## src/rtl/mem_port_arbiter.sv

```systemverilog
// Two-requester round-robin arbiter and sequencer for the single data-memory port.
// A wait-cycle watchdog aborts accesses the memory never acknowledges and reports an error.
module mem_port_arbiter #(
    parameter int ADDR_W  = 8,
    parameter int DATA_W  = 8,
    parameter int TIMEOUT = 8
) (
    input  logic              clk,
    input  logic              reset,
    input  logic              p0_req,
    input  logic              p0_we,
    input  logic [ADDR_W-1:0] p0_addr,
    input  logic [DATA_W-1:0] p0_wdata,
    output logic              p0_gnt,
    output logic              p0_done,
    output logic              p0_err,
    output logic [DATA_W-1:0] p0_rdata,
    input  logic              p1_req,
    input  logic              p1_we,
    input  logic [ADDR_W-1:0] p1_addr,
    input  logic [DATA_W-1:0] p1_wdata,
    output logic              p1_gnt,
    output logic              p1_done,
    output logic              p1_err,
    output logic [DATA_W-1:0] p1_rdata,
    output logic              mem_req,
    output logic              mem_we,
    output logic [ADDR_W-1:0] mem_addr,
    output logic [DATA_W-1:0] mem_wdata,
    input  logic              mem_ready,
    input  logic [DATA_W-1:0] mem_rdata,
    output logic              busy
);
    typedef enum logic [1:0] {IDLE = 2'd0, ACCESS = 2'd1, DONE = 2'd2} state_t;

    // Counter value that, incremented once more without mem_ready, hits the watchdog limit.
    localparam logic [3:0] WAIT_LIMIT = 4'(TIMEOUT - 1);

    state_t            state, state_n;
    logic              owner, owner_n;
    logic              last_grant, last_grant_n;
    logic              win;
    logic [3:0]        wait_cnt, wait_cnt_n;
    logic              mem_req_n, mem_we_n;
    logic [ADDR_W-1:0] mem_addr_n;
    logic [DATA_W-1:0] mem_wdata_n;
    logic              p0_gnt_n, p1_gnt_n, p0_done_n, p1_done_n, p0_err_n, p1_err_n;
    logic [DATA_W-1:0] p0_rdata_n, p1_rdata_n;
    logic              busy_n;

    always_comb begin
        state_n      = state;
        owner_n      = owner;
        last_grant_n = last_grant;
        win          = 1'b0;
        wait_cnt_n   = wait_cnt;
        mem_req_n    = 1'b0;
        mem_we_n     = mem_we;
        mem_addr_n   = mem_addr;
        mem_wdata_n  = mem_wdata;
        p0_gnt_n     = 1'b0;
        p1_gnt_n     = 1'b0;
        p0_done_n    = 1'b0;
        p1_done_n    = 1'b0;
        p0_err_n     = 1'b0;
        p1_err_n     = 1'b0;
        p0_rdata_n   = p0_rdata;
        p1_rdata_n   = p1_rdata;
        busy_n       = 1'b0;

        case (state)
            IDLE: begin
                if (p0_req || p1_req) begin
                    // A tie goes to whichever port was not served last.
                    win          = (p0_req && p1_req) ? ~last_grant : p1_req;
                    owner_n      = win;
                    last_grant_n = win;
                    mem_we_n     = win ? p1_we    : p0_we;
                    mem_addr_n   = win ? p1_addr  : p0_addr;
                    mem_wdata_n  = win ? p1_wdata : p0_wdata;
                    p0_gnt_n     = ~win;
                    p1_gnt_n     = win;
                    mem_req_n    = 1'b1;
                    wait_cnt_n   = 4'd0;
                    busy_n       = 1'b1;
                    state_n      = ACCESS;
                end
            end
            ACCESS: begin
                busy_n = 1'b1;
                if (mem_ready) begin
                    state_n   = DONE;
                    p0_done_n = ~owner;
                    p1_done_n = owner;
                    if (!mem_we) begin
                        if (owner) p1_rdata_n = mem_rdata;
                        else       p0_rdata_n = mem_rdata;
                    end
                end else if (wait_cnt == WAIT_LIMIT) begin
                    state_n    = DONE;
                    wait_cnt_n = wait_cnt + 4'd1;
                    p0_done_n  = ~owner;
                    p1_done_n  = owner;
                    p0_err_n   = ~owner;
                    p1_err_n   = owner;
                end else begin
                    mem_req_n  = 1'b1;
                    wait_cnt_n = wait_cnt + 4'd1;
                end
            end
            DONE: begin
                state_n = IDLE;
            end
            default: begin
                state_n = IDLE;
            end
        endcase
    end

    always_ff @(posedge clk or posedge reset) begin
        if (reset) begin
            state      <= IDLE;
            owner      <= 1'b0;
            last_grant <= 1'b1;
            wait_cnt   <= 4'd0;
            mem_req    <= 1'b0;
            mem_we     <= 1'b0;
            mem_addr   <= '0;
            mem_wdata  <= '0;
            p0_gnt     <= 1'b0;
            p1_gnt     <= 1'b0;
            p0_done    <= 1'b0;
            p1_done    <= 1'b0;
            p0_err     <= 1'b0;
            p1_err     <= 1'b0;
            p0_rdata   <= '0;
            p1_rdata   <= '0;
            busy       <= 1'b0;
        end else begin
            state      <= state_n;
            owner      <= owner_n;
            last_grant <= last_grant_n;
            wait_cnt   <= wait_cnt_n;
            mem_req    <= mem_req_n;
            mem_we     <= mem_we_n;
            mem_addr   <= mem_addr_n;
            mem_wdata  <= mem_wdata_n;
            p0_gnt     <= p0_gnt_n;
            p1_gnt     <= p1_gnt_n;
            p0_done    <= p0_done_n;
            p1_done    <= p1_done_n;
            p0_err     <= p0_err_n;
            p1_err     <= p1_err_n;
            p0_rdata   <= p0_rdata_n;
            p1_rdata   <= p1_rdata_n;
            busy       <= busy_n;
        end
    end
endmodule

```

## config.mk

```make
export PLATFORM = sky130hd
export DESIGN_NAME = mem_port_arbiter
export DESIGN_NICKNAME = d
export VERILOG_FILES = /design/src/rtl/mem_port_arbiter.sv
export SDC_FILE = /design/constraint.sdc
export NUM_CORES = 1
export LEC_CHECK = 0
export ABC_AREA = 1
export BUFFER_PORTS_ARGS = -buffer_cell sky130_fd_sc_hd__buf_4
export CORE_MARGIN = 10
export CORE_UTILIZATION = 43
export DETAILED_ROUTE_END_ITERATION = 12
export PLACE_DENSITY = 0.77
export SKIP_CTS_REPAIR_TIMING = 1
export SLEW_MARGIN = 20
export SYNTH_ARGS = -nofsm -noshare
export SYNTH_HDL_FRONTEND = slang
export SYNTH_SLANG_ARGS = --single-unit
export TNS_END_PERCENT = 100
```

## constraint.sdc

```tcl
create_clock -name clk -period 1.3 [get_ports clk]
set_input_delay 0.13 -clock clk [delete_from_list [all_inputs] [get_ports clk]]
set_output_delay 0.13 -clock clk [all_outputs]
set_load 0.005 [all_outputs]
```

==> run_results.csv, run 1 <==
group,metric,value,unit
pwr,power_density,1968,nW/µm²
floorplan,ioPinCount,88,
sta,holdWs,0.03239,ns
cts,cts_max_level,2,
sta,fin_crit_sh,0.9295,
synthesis,syn_avg_cell_area,8.128,µm²
critical_path,worstSetupStartpointType,"flop",
floorplan,die_width,90.64,µm
pwr,worst_case_vdd_ir_drop,0.8119,mV
sta,worst_slew_pin_slew,0.4714,ns
floorplan,std_cell_rows,25,
global_routing,antenna_violations_before_repair,0,
sta,rsz0062_at_grt,"true",
synthesis,total_of_warnings_raised_by_yosys,0,
synthesis,synth_nets,312,
layout,finish.instance_area,3012,µm²
drt,post_drt_wl_per_cell,12.63,µm
synthesis,seq_area_frac_synth,0.5720,
global_routing,grt_start_max_net_pins,31,
pwr,design_internal_power,3.764,mW
place,number_of_buffers_added_on_ports,87,
critical_path,critPathMaxFanout,10,
sta,crit_path_time_final,1.208,ns
global_routing,overflow,0,
critical_path,worstPathArrival,1.45,ns
place,dp_hpwl,4288,µm
drt,drt_wl_total,5393,µm
drt,via_per_inst,4.485,
sta,report.final.hold_viol_count,0,
synthesis,number_of_distinct_library_cells_after_synthesis,21,
global_routing,via_count_of_the_first_global_routing_pass,2071,
sta,drv_slew,0,
layout,finish.net_count,407,
drt,antenna_left,0,
flow_run,max-cap-violations,0,
layout,flow.area_growth_from_synthesis,40.35,%
global_routing,grt.total_usage,0.1318,
floorplan,initial_utilization,0.4484,
sta,fmax,0.8275,GHz
pwr,swShare,0.3648,
pwr,power_frac_comb,0.428,
floorplan,core-area,4786,µm²
floorplan,die_height,90.64,µm
pwr,netSwitchingPower,2.162,mW
pwr,p_clk_frac,0.149,
drt,drt-pass1-iter-count,4,
critical_path,criticalPathCategory,"reg2reg",
place,gp_congestion,0.8230,
drt,drc,0,
sta,clock-skew-final,0.01045,ns
drt,vias,1915,
pwr,total_power,5.926,mW
layout,final_layout_size_suffix_gt1_frac,0.3167,
drt,drt_first_iter_violations,56,
sta,setup_viol,0,
critical_path,critPathRequiredTime,1.55,ns
place,dpl.cell_count,418,
pwr,power_frac_seq,0.423,
min_path,hold_path_class,"in2reg",
floorplan,area_of_the_die,8216,µm²
critical_path,cp-end-kind,"flop",
cts,cts.root.buffer_cell,"sky130_fd_sc_hd__clkbuf_8",
cts,clock_latency_reported_for_the_late_side_of_the_worst_skew_pair,0.30,ns
layout,non_filler_instance_count_after_layout,427,
cts,clk_path_buf_depth,2,
pwr,leakagePower,1.707,nW
cts,cts_sinks,49,
place,dp_worst_setup_slack,0.02870,ns
cts,clock_buffers_created_by_tritoncts,5,
outcome,outcome,"complete, no violations",
cts,clk_pin_slew,0.09,ns
global_routing,grt_pass1_wl,9149,µm
place,dpl-instance-area,2893,µm²
synthesis,ys_seq_elements,49,
synthesis,synth_area,2146,µm²
layout,fill_cells,443,
sta,layout_setup_ws,0.09160,ns
synthesis,synthesis.instances,264,
sta,slew_limit_headroom,0.6851,
layout,antenna-diode-count,0,
cts,tritoncts,"done",
layout make-up:
cell class / instances / area (µm²) / area share
sequential: 49 / 1227 / 0.4076
inverter: 19 / 80.08 / 0.02659
multi-input combinational: 190 / 808.3 / 0.2684
tap: 67 / 83.83 / 0.02784
clock buffer: 6 / 72.57 / 0.02410
timing repair buffer: 94 / 724.4 / 0.2405
clock inverter: 2 / 15.01 / 0.004985
Yosys cell counts (all sizes together):
library cell,n,area share
ha,1,0.0058
nand3,4,0.012
a21oi,1,0.0023
inv,19,0.033
nor3b,1,0.0035
buf,6,0.024
dfrtp,48,0.56
nor3,1,0.0023
nand2,145,0.26
dfstp,1,0.012
o21ai,21,0.051
nor2,16,0.037
metal layers:
metal,up-vias,track usage,part of all wire
met1,861,0.1378,0.41
met2,52,0.2326,0.50
li1,995,-,-
met4,0,0.03183,0.012
met3,7,0.06234,0.086
met5,-,0,0
final timing paths:
path	depth (start not counted)	endpoint	start	slack [ns]
worst max register to register	7	p1_rdata[4]	state[1]	0.09
worst min-delay path	3	p1_rdata[2]	mem_rdata[2]	0.03
worst max-delay path	7	p1_rdata[4]	state[1]	0.09
min in group asynchronous	3	mem_addr[2]	reset	0.39
max in group asynchronous	4	mem_req	reset	0.41
worst min register to register	2	last_grant	last_grant	0.48
state kept, by name, summed over array words and instances (netlist names), 2 cells and up:
signal / cells
p0_rdata: 8
mem_wdata: 8
p1_rdata: 8
wait_cnt: 4
state: 2
mem_addr: 8
kinds of logic after synthesis:
kind of cell,synth area share
adder cells (fa/ha/maj),0.005830
buffers and inverters,0.05714
AND/OR/NAND/NOR,0.3119
AO/OA/AOI/OAI,0.05306
flip-flops,0.5720
cell usage in the layout, fill, tap and decap left out:
master                          synthesis  final
sky130_fd_sc_hd__nand3_1                3      3
sky130_fd_sc_hd__nand2_2                3      2
sky130_fd_sc_hd__nor3_1                 1      1
sky130_fd_sc_hd__nor2_1                12     12
sky130_fd_sc_hd__o21ai_0               11     11
sky130_fd_sc_hd__o21ai_2                1      1
sky130_fd_sc_hd__inv_4                  0      2
sky130_fd_sc_hd__nor2_2                 2      2
sky130_fd_sc_hd__nand2_1              142    142
sky130_fd_sc_hd__nor2_4                 2      2
sky130_fd_sc_hd__clkbuf_8               0      5
sky130_fd_sc_hd__inv_2                  3      1
sky130_fd_sc_hd__clkbuf_1               0      1
sky130_fd_sc_hd__buf_6                  3      1
sky130_fd_sc_hd__inv_1                 16     15
sky130_fd_sc_hd__buf_4                  1     91
sky130_fd_sc_hd__dfstp_2                1      1
sky130_fd_sc_hd__a21oi_1                1      1
sky130_fd_sc_hd__nor3b_1                1      1
sky130_fd_sc_hd__buf_12                 0      1
sky130_fd_sc_hd__dfrtp_1               48     48
sky130_fd_sc_hd__clkinvlp_4             0      3
sky130_fd_sc_hd__nand3_4                0      1
sky130_fd_sc_hd__ha_1                   1      1
sky130_fd_sc_hd__dlygate4sd3_1          0      1
sky130_fd_sc_hd__o21ai_1                9      9
sky130_fd_sc_hd__nand2_4                0      1
metrics by stage:
step,TNS [ns],utilization
2_1_floorplan,0,-
3_3_place_gp,0,0.6044
3_5_place_dp,0,0.6044
4_1_cts,0,0.6227
5_1_grt,-0.3314,0.6293
6_report,0,0.6293
power by group through the flow:
stage                     Combinational, mW  Sequential, mW  Clock, mW
after CTS                              2.55            2.51      0.905
after floorplan                        1.19            2.54          0
after global placement                 2.48            2.52          0
after global routing                   2.89            2.60      0.968
final                                  2.54            2.51      0.881
after detailed placement               2.55            2.53          0
critical path: stages (launching register included):
cell,delay [ns]
sky130_fd_sc_hd__dfrtp_1,0.40
sky130_fd_sc_hd__inv_1,0.09
sky130_fd_sc_hd__nand2_2,0.11
sky130_fd_sc_hd__inv_4,0.10
sky130_fd_sc_hd__nand2_4,0.09
sky130_fd_sc_hd__nor2_4,0.22
sky130_fd_sc_hd__nand2_1,0.07
sky130_fd_sc_hd__nand2_1,0.07
(Power assumes the default switching activity.)
==> run 2, diff against run 1 <==
HOLD_SLACK_MARGIN = 0.08   (was not set)
==> run 2 against run 1 <==
  * Clock-buffer cell count stayed put
  * Largest cell class unchanged
  * Critical path type unchanged
  * Critical path depth is 3 lower
  * Sequential share of layout area is 1.1 points lower
  * Highest routed layer unchanged
  * Largest power group unchanged
  * Combinational power is 2% higher
  * Die area stayed put
==> run_results.csv, run 2 (synthesis results as in run 1) <==
group,metric,value,unit
outcome,outcome,"complete, no violations",
drt,antenna_left,0,
cts,clk_path_buf_depth,2,
cts,cts.root.buffer_cell,"sky130_fd_sc_hd__clkbuf_8",
cts,cts_max_level,2,
floorplan,ioPinCount,88,
cts,clk_pin_slew,0.09,ns
layout,layout_common_cells,"sky130_fd_sc_hd__nand2_1 (142), sky130_fd_sc_hd__buf_4 (91), sky130_fd_sc_hd__dfrtp_1 (48), sky130_fd_sc_hd__inv_1 (15), sky130_fd_sc_hd__nor2_1 (12)",
critical_path,critPathMaxFanout,9,
layout,register_area,1227,µm²
global_routing,grt_pass1_wl,9149,µm
cts,clock_buffers_created_by_tritoncts,5,
layout,finish.instance_area,3092,µm²
floorplan,core-area,4786,µm²
pwr,total_power,5.979,mW
drt,vias,1967,
pwr,leakagePower,1.740,nW
place,dp_hpwl,4288,µm
sta,report.final.hold_viol_count,0,
global_routing,antenna_violations_before_repair,0,
floorplan,initial_utilization,0.4484,
sta,clock-skew-final,0.01075,ns
layout,flow.area_growth_from_synthesis,44.08,%
critical_path,cp_slowest_cell,"sky130_fd_sc_hd__dfrtp_1",
sta,crit_path_time_final,1.219,ns
critical_path,cp-end-kind,"flop",
drt,drt_first_iter_violations,58,
cts,cts_sinks,49,
layout,antenna-diode-count,0,
critical_path,worstPathArrival,1.41,ns
floorplan,area_of_the_die,8216,µm²
sta,fin_crit_sh,0.9374,
critical_path,crit_family,"flip-flops",
global_routing,grt_start_max_net_pins,31,
drt,drt_wl_total,5596,µm
critical_path,path_cells,"nor2_2 -> inv_1 -> o21ai_0 -> nand2_1",
cts,tritoncts,"done",
cts,clock_latency_reported_for_the_late_side_of_the_worst_skew_pair,0.30,ns
pwr,power_density,1934,nW/µm²
global_routing,overflow,0,
sta,slew_limit_headroom,0.6847,
sta,drv_slew,0,
layout,fill_cells,427,
layout,final_common_cell,"sky130_fd_sc_hd__nand2_1",
place,dpl-instance-area,2893,µm²
critical_path,criticalPathCategory,"reg2reg",
critical_path,cp_num_buf_inv,1,
global_routing,via_count_of_the_first_global_routing_pass,2071,
drt,drt-pass1-iter-count,4,
layout,multi_input_area,808.3,µm²
floorplan,die_width,90.64,µm
critical_path,critPathRequiredTime,1.49,ns
floorplan,die_height,90.64,µm
drt,drc,0,
sta,setup_viol,0,
sta,fmax,0.8206,GHz
flow_run,max-cap-violations,0,
drt,via_per_inst,4.522,
sta,rsz0062_at_grt,"true",
layout,finish.net_count,415,
sta,worst_slew_pin_slew,0.4719,ns
place,gp_congestion,0.8230,
sta,setup_tns,0,ns
drt,post_drt_wl_per_cell,12.86,µm
min_path,hold_path_class,"in2reg",
pwr,worst_case_vdd_ir_drop,0.8176,mV
layout,final_layout_size_suffix_gt1_frac,0.3098,
critical_path,timing.critical_path.slowest_cell_delay,0.42,ns
global_routing,grt.total_usage,0.1318,
critical_path,worstSetupStartpointType,"flop",
floorplan,std_cell_rows,25,
place,number_of_buffers_added_on_ports,87,
[run 2: changes by cell type in the layout (fill, tap and decap cells not counted), sizes merged]
cell | before | now
dlygate4sd3 | 1 | 9
[run 2: cell type report]
class | count | area share
Clock inverter | 2 | 0.004856
Multi-Input combinational cell | 190 | 0.2614
Tap cell | 67 | 0.02711
Sequential cell | 49 | 0.3970
Inverter | 19 | 0.02590
Clock buffer | 6 | 0.02347
Timing Repair Buffer | 102 | 0.2602
[run 2: power by group]
part / switching, mW / internal [mW] / total (mW)
clock network: 0.505 / 0.380 / 0.884
logic: 1.33 / 1.24 / 2.58
registers: 0.359 / 2.16 / 2.52
[run 2: stage by stage]
| stage | setup WS (ns) | cells | util | hold WS, ns |
|---|---|---|---|---|
| 2_1_floorplan | 0.1084 | 264 | - | 0.1656 |
| 3_3_place_gp | 0.1221 | 418 | 0.6044 | 0.1740 |
| 3_5_place_dp | 0.02870 | 418 | 0.6044 | 0.1795 |
| 4_1_cts | 0.02397 | 426 | 0.6227 | -0.1544 |
| 5_1_grt | -0.04735 | 435 | 0.6460 | 0.1077 |
| 6_report | 0.08138 | 435 | 0.6460 | 0.09852 |
[run 2: tightest hold or removal path: cells and delay by family]
kind / cells / cell delay, ns
buffers and inverters: 1 / 0.07
AND/OR/NAND/NOR: 4 / 0.17
[run 2: worst paths after layout]
path	startpoint	endpoint	cells after the start	slack [ns]
worst min-delay path	p1_addr[4]	mem_addr[4]	5	0.1
min in group asynchronous	reset	mem_addr[2]	3	0.39
worst min register to register	last_grant	last_grant	2	0.48
worst max register to register	mem_we	p1_rdata[0]	4	0.08
max in group asynchronous	reset	mem_req	4	0.41
worst max-delay path	mem_we	p1_rdata[0]	4	0.08
[run 2: metal layers]
| metal | GRT usage | wire (µm) | up-vias |
|---|---|---|---|
| met3 | 0.06234 | 464 | 9 |
| met2 | 0.2326 | 2841 | 54 |
| met1 | 0.1378 | 2203 | 894 |
| met5 | 0 | 0 | - |
| met4 | 0.03183 | 87 | 0 |
| li1 | - | - | 1010 |
==> run 3, diff against run 2 <==
SETUP_SLACK_MARGIN = 0.15   (was not set)
==> run 3 against run 2 <==
  * Sequential power rose by 2%
  * Clock power rose by 22%
  * Core utilization rose by 3.6 points
  * Critical path depth rose by 3
  * Die area did not move
  * Clock-buffer cell count did not move
  * Final area rose by 5.6%
  * Cell count rose by 1.6%
  * Combinational power rose by 12%
  * Clock skew fell by 0.00063 ns
==> run_results.csv, run 3 (synthesis results as in run 1) <==
group,metric,value,unit
sta,report.final.hold_viol_count,0,
critical_path,worstRegToRegCells,7,
critical_path,timing.critical_path.slowest_cell_delay,0.43,ns
pwr,leakagePower,1.804,nW
min_path,hold_start,"p1_addr[3]",
layout,final_common_cell,"sky130_fd_sc_hd__nand2_1",
min_path,hold-path-cell-count,5,
sta,worst_slew_pin_slew,0.4550,ns
critical_path,worstSetupStartpointType,"flop",
pwr,worst_case_vdd_ir_drop,1.012,mV
critical_path,path_cells,"inv_2 -> nand2_4 -> inv_8 -> nand2_8 -> nor2_4 -> nand2_1 -> nand2_1",
drt,antenna_left,0,
critical_path,crit_family,"simple AND/OR/NAND/NOR gates",
sta,fin_crit_sh,0.9174,
critical_path,critPathMaxFanout,8,
floorplan,ioPinCount,88,
layout,finish.instance_area,3266,µm²
critical_path,worstPathArrival,1.44,ns
layout,layout_common_cells,"sky130_fd_sc_hd__nand2_1 (140), sky130_fd_sc_hd__buf_4 (95), sky130_fd_sc_hd__dfrtp_1 (46), sky130_fd_sc_hd__inv_1 (13), sky130_fd_sc_hd__o21ai_0 (11)",
sta,drv_slew,0,
layout,flow.area_growth_from_synthesis,52.19,%
drt,vias,2051,
layout,fill_cells,419,
cts,tritoncts,"done",
sta,rsz0062_at_grt,"true",
drt,drt_first_iter_violations,102,
critical_path,cp-end-kind,"flop",
floorplan,std_cell_rows,25,
floorplan,die_width,90.64,µm
place,dpl-instance-area,2920,µm²
global_routing,via_count_of_the_first_global_routing_pass,1970,
critical_path,timing.reg2reg.setup_slack,0.11,ns
layout,antenna-diode-count,0,
critical_path,cp_num_buf_inv,2,
critical_path,criticalPathCategory,"reg2reg",
drt,drt_wl_total,6044,µm
sta,setup_tns,0,ns
cts,clock_latency_reported_for_the_late_side_of_the_worst_skew_pair,0.30,ns
global_routing,grt_pass1_wl,9225,µm
cts,cts.root.buffer_cell,"sky130_fd_sc_hd__clkbuf_8",
critical_path,cp_slowest_cell,"sky130_fd_sc_hd__dfrtp_1",
place,dp_hpwl,4353,µm
cts,clock_buffers_created_by_tritoncts,5,
sta,fmax,0.8385,GHz
cts,clk_pin_slew,0.09,ns
global_routing,overflow,0,
drt,drt-pass1-iter-count,4,
critical_path,rr_endpoint,"p1_rdata[1]",
place,gp_congestion,0.8135,
place,dp_worst_setup_slack,0.02362,ns
drt,via_per_inst,4.640,
place,number_of_buffers_added_on_ports,87,
cts,cts_sinks,49,
min_path,hold_path_class,"in2reg",
layout,layout.core_utilization,0.6824,
sta,clock-skew-final,0.01012,ns
floorplan,initial_utilization,0.4484,
layout,multi_input_area,878.3,µm²
layout,register_area,1230,µm²
layout,finish.net_count,422,
sta,holdWs,0.1034,ns
layout,non_filler_instance_count_after_layout,442,
sta,layout_setup_ws,0.1073,ns
cts,cts_max_level,2,
floorplan,die_height,90.64,µm
global_routing,grt_start_max_net_pins,24,
critical_path,critPathRequiredTime,1.55,ns
global_routing,grt.total_usage,0.1352,
drt,post_drt_wl_per_cell,13.67,µm
critical_path,worst_r2r_startpoint,"state[1]",
drt,drc,0,
pwr,power_density,2007,nW/µm²
place,dpl.cell_count,418,
min_path,hold-path-endpoint,"mem_addr[3]",
floorplan,core-area,4786,µm²
pwr,total_power,6.555,mW
floorplan,area_of_the_die,8216,µm²
global_routing,antenna_violations_before_repair,0,
sta,slew_limit_headroom,0.6960,
sta,crit_path_time_final,1.193,ns
flow_run,max-cap-violations,0,
outcome,outcome,"complete, no violations",
critical_path,cp_common_cell,"sky130_fd_sc_hd__nand2_1",
sta,setup_viol,0,
cts,clk_path_buf_depth,2,
layout,final_layout_size_suffix_gt1_frac,0.3547,
==> run 3: changes by cell type in the layout (fill, tap and decap cells not counted), sizes merged <==
cell      delta
buf          +6
clkinvlp     -2
bufinv       +1
clkinv       +1
nand2        +1
==> run 3: cell type report <==
cell class              instances  area share
flip-flops and latches         49      0.3766
multi-input cells             191      0.2690
repair buffers                108      0.2678
inverters                      19     0.02682
well taps                      67     0.02567
clock buffers                   6     0.02222
clock inverters                 2     0.01188
==> run 3: tightest hold or removal path: cells and delay by family <==
kind                   cells  cell delay, ns
and+or+nand+nor            4            0.16
buffers and inverters      1            0.08
==> run 3: how the worst max path moves through the flow <==
stage / cells after the start / startpoint / endpoint
after global routing: 7 / state[1] / p1_rdata[1]
after CTS: 6 / state[1] / p0_rdata[5]
after detailed placement: 6 / state[1] / p0_rdata[6]
final: 7 / state[1] / p1_rdata[1]
after floorplan: 8 / last_grant / mem_addr[0]
after global placement: 6 / state[1] / p0_rdata[6]
==> run 3: power breakdown <==
part / switching, mW / internal [mW] / total [mW]
Combinational: 1.46 / 1.44 / 2.90
Clock: 0.500 / 0.578 / 1.08
Sequential: 0.415 / 2.16 / 2.58
Total: 2.38 / 4.18 / 6.56
==> run 3: metal layers <==
metal / routed length (µm) / global-route usage
met3: 642 / 0.07481
met1: 2414 / 0.1491
met5: 0 / 0
met2: 2923 / 0.2181
met4: 63 / 0.03979
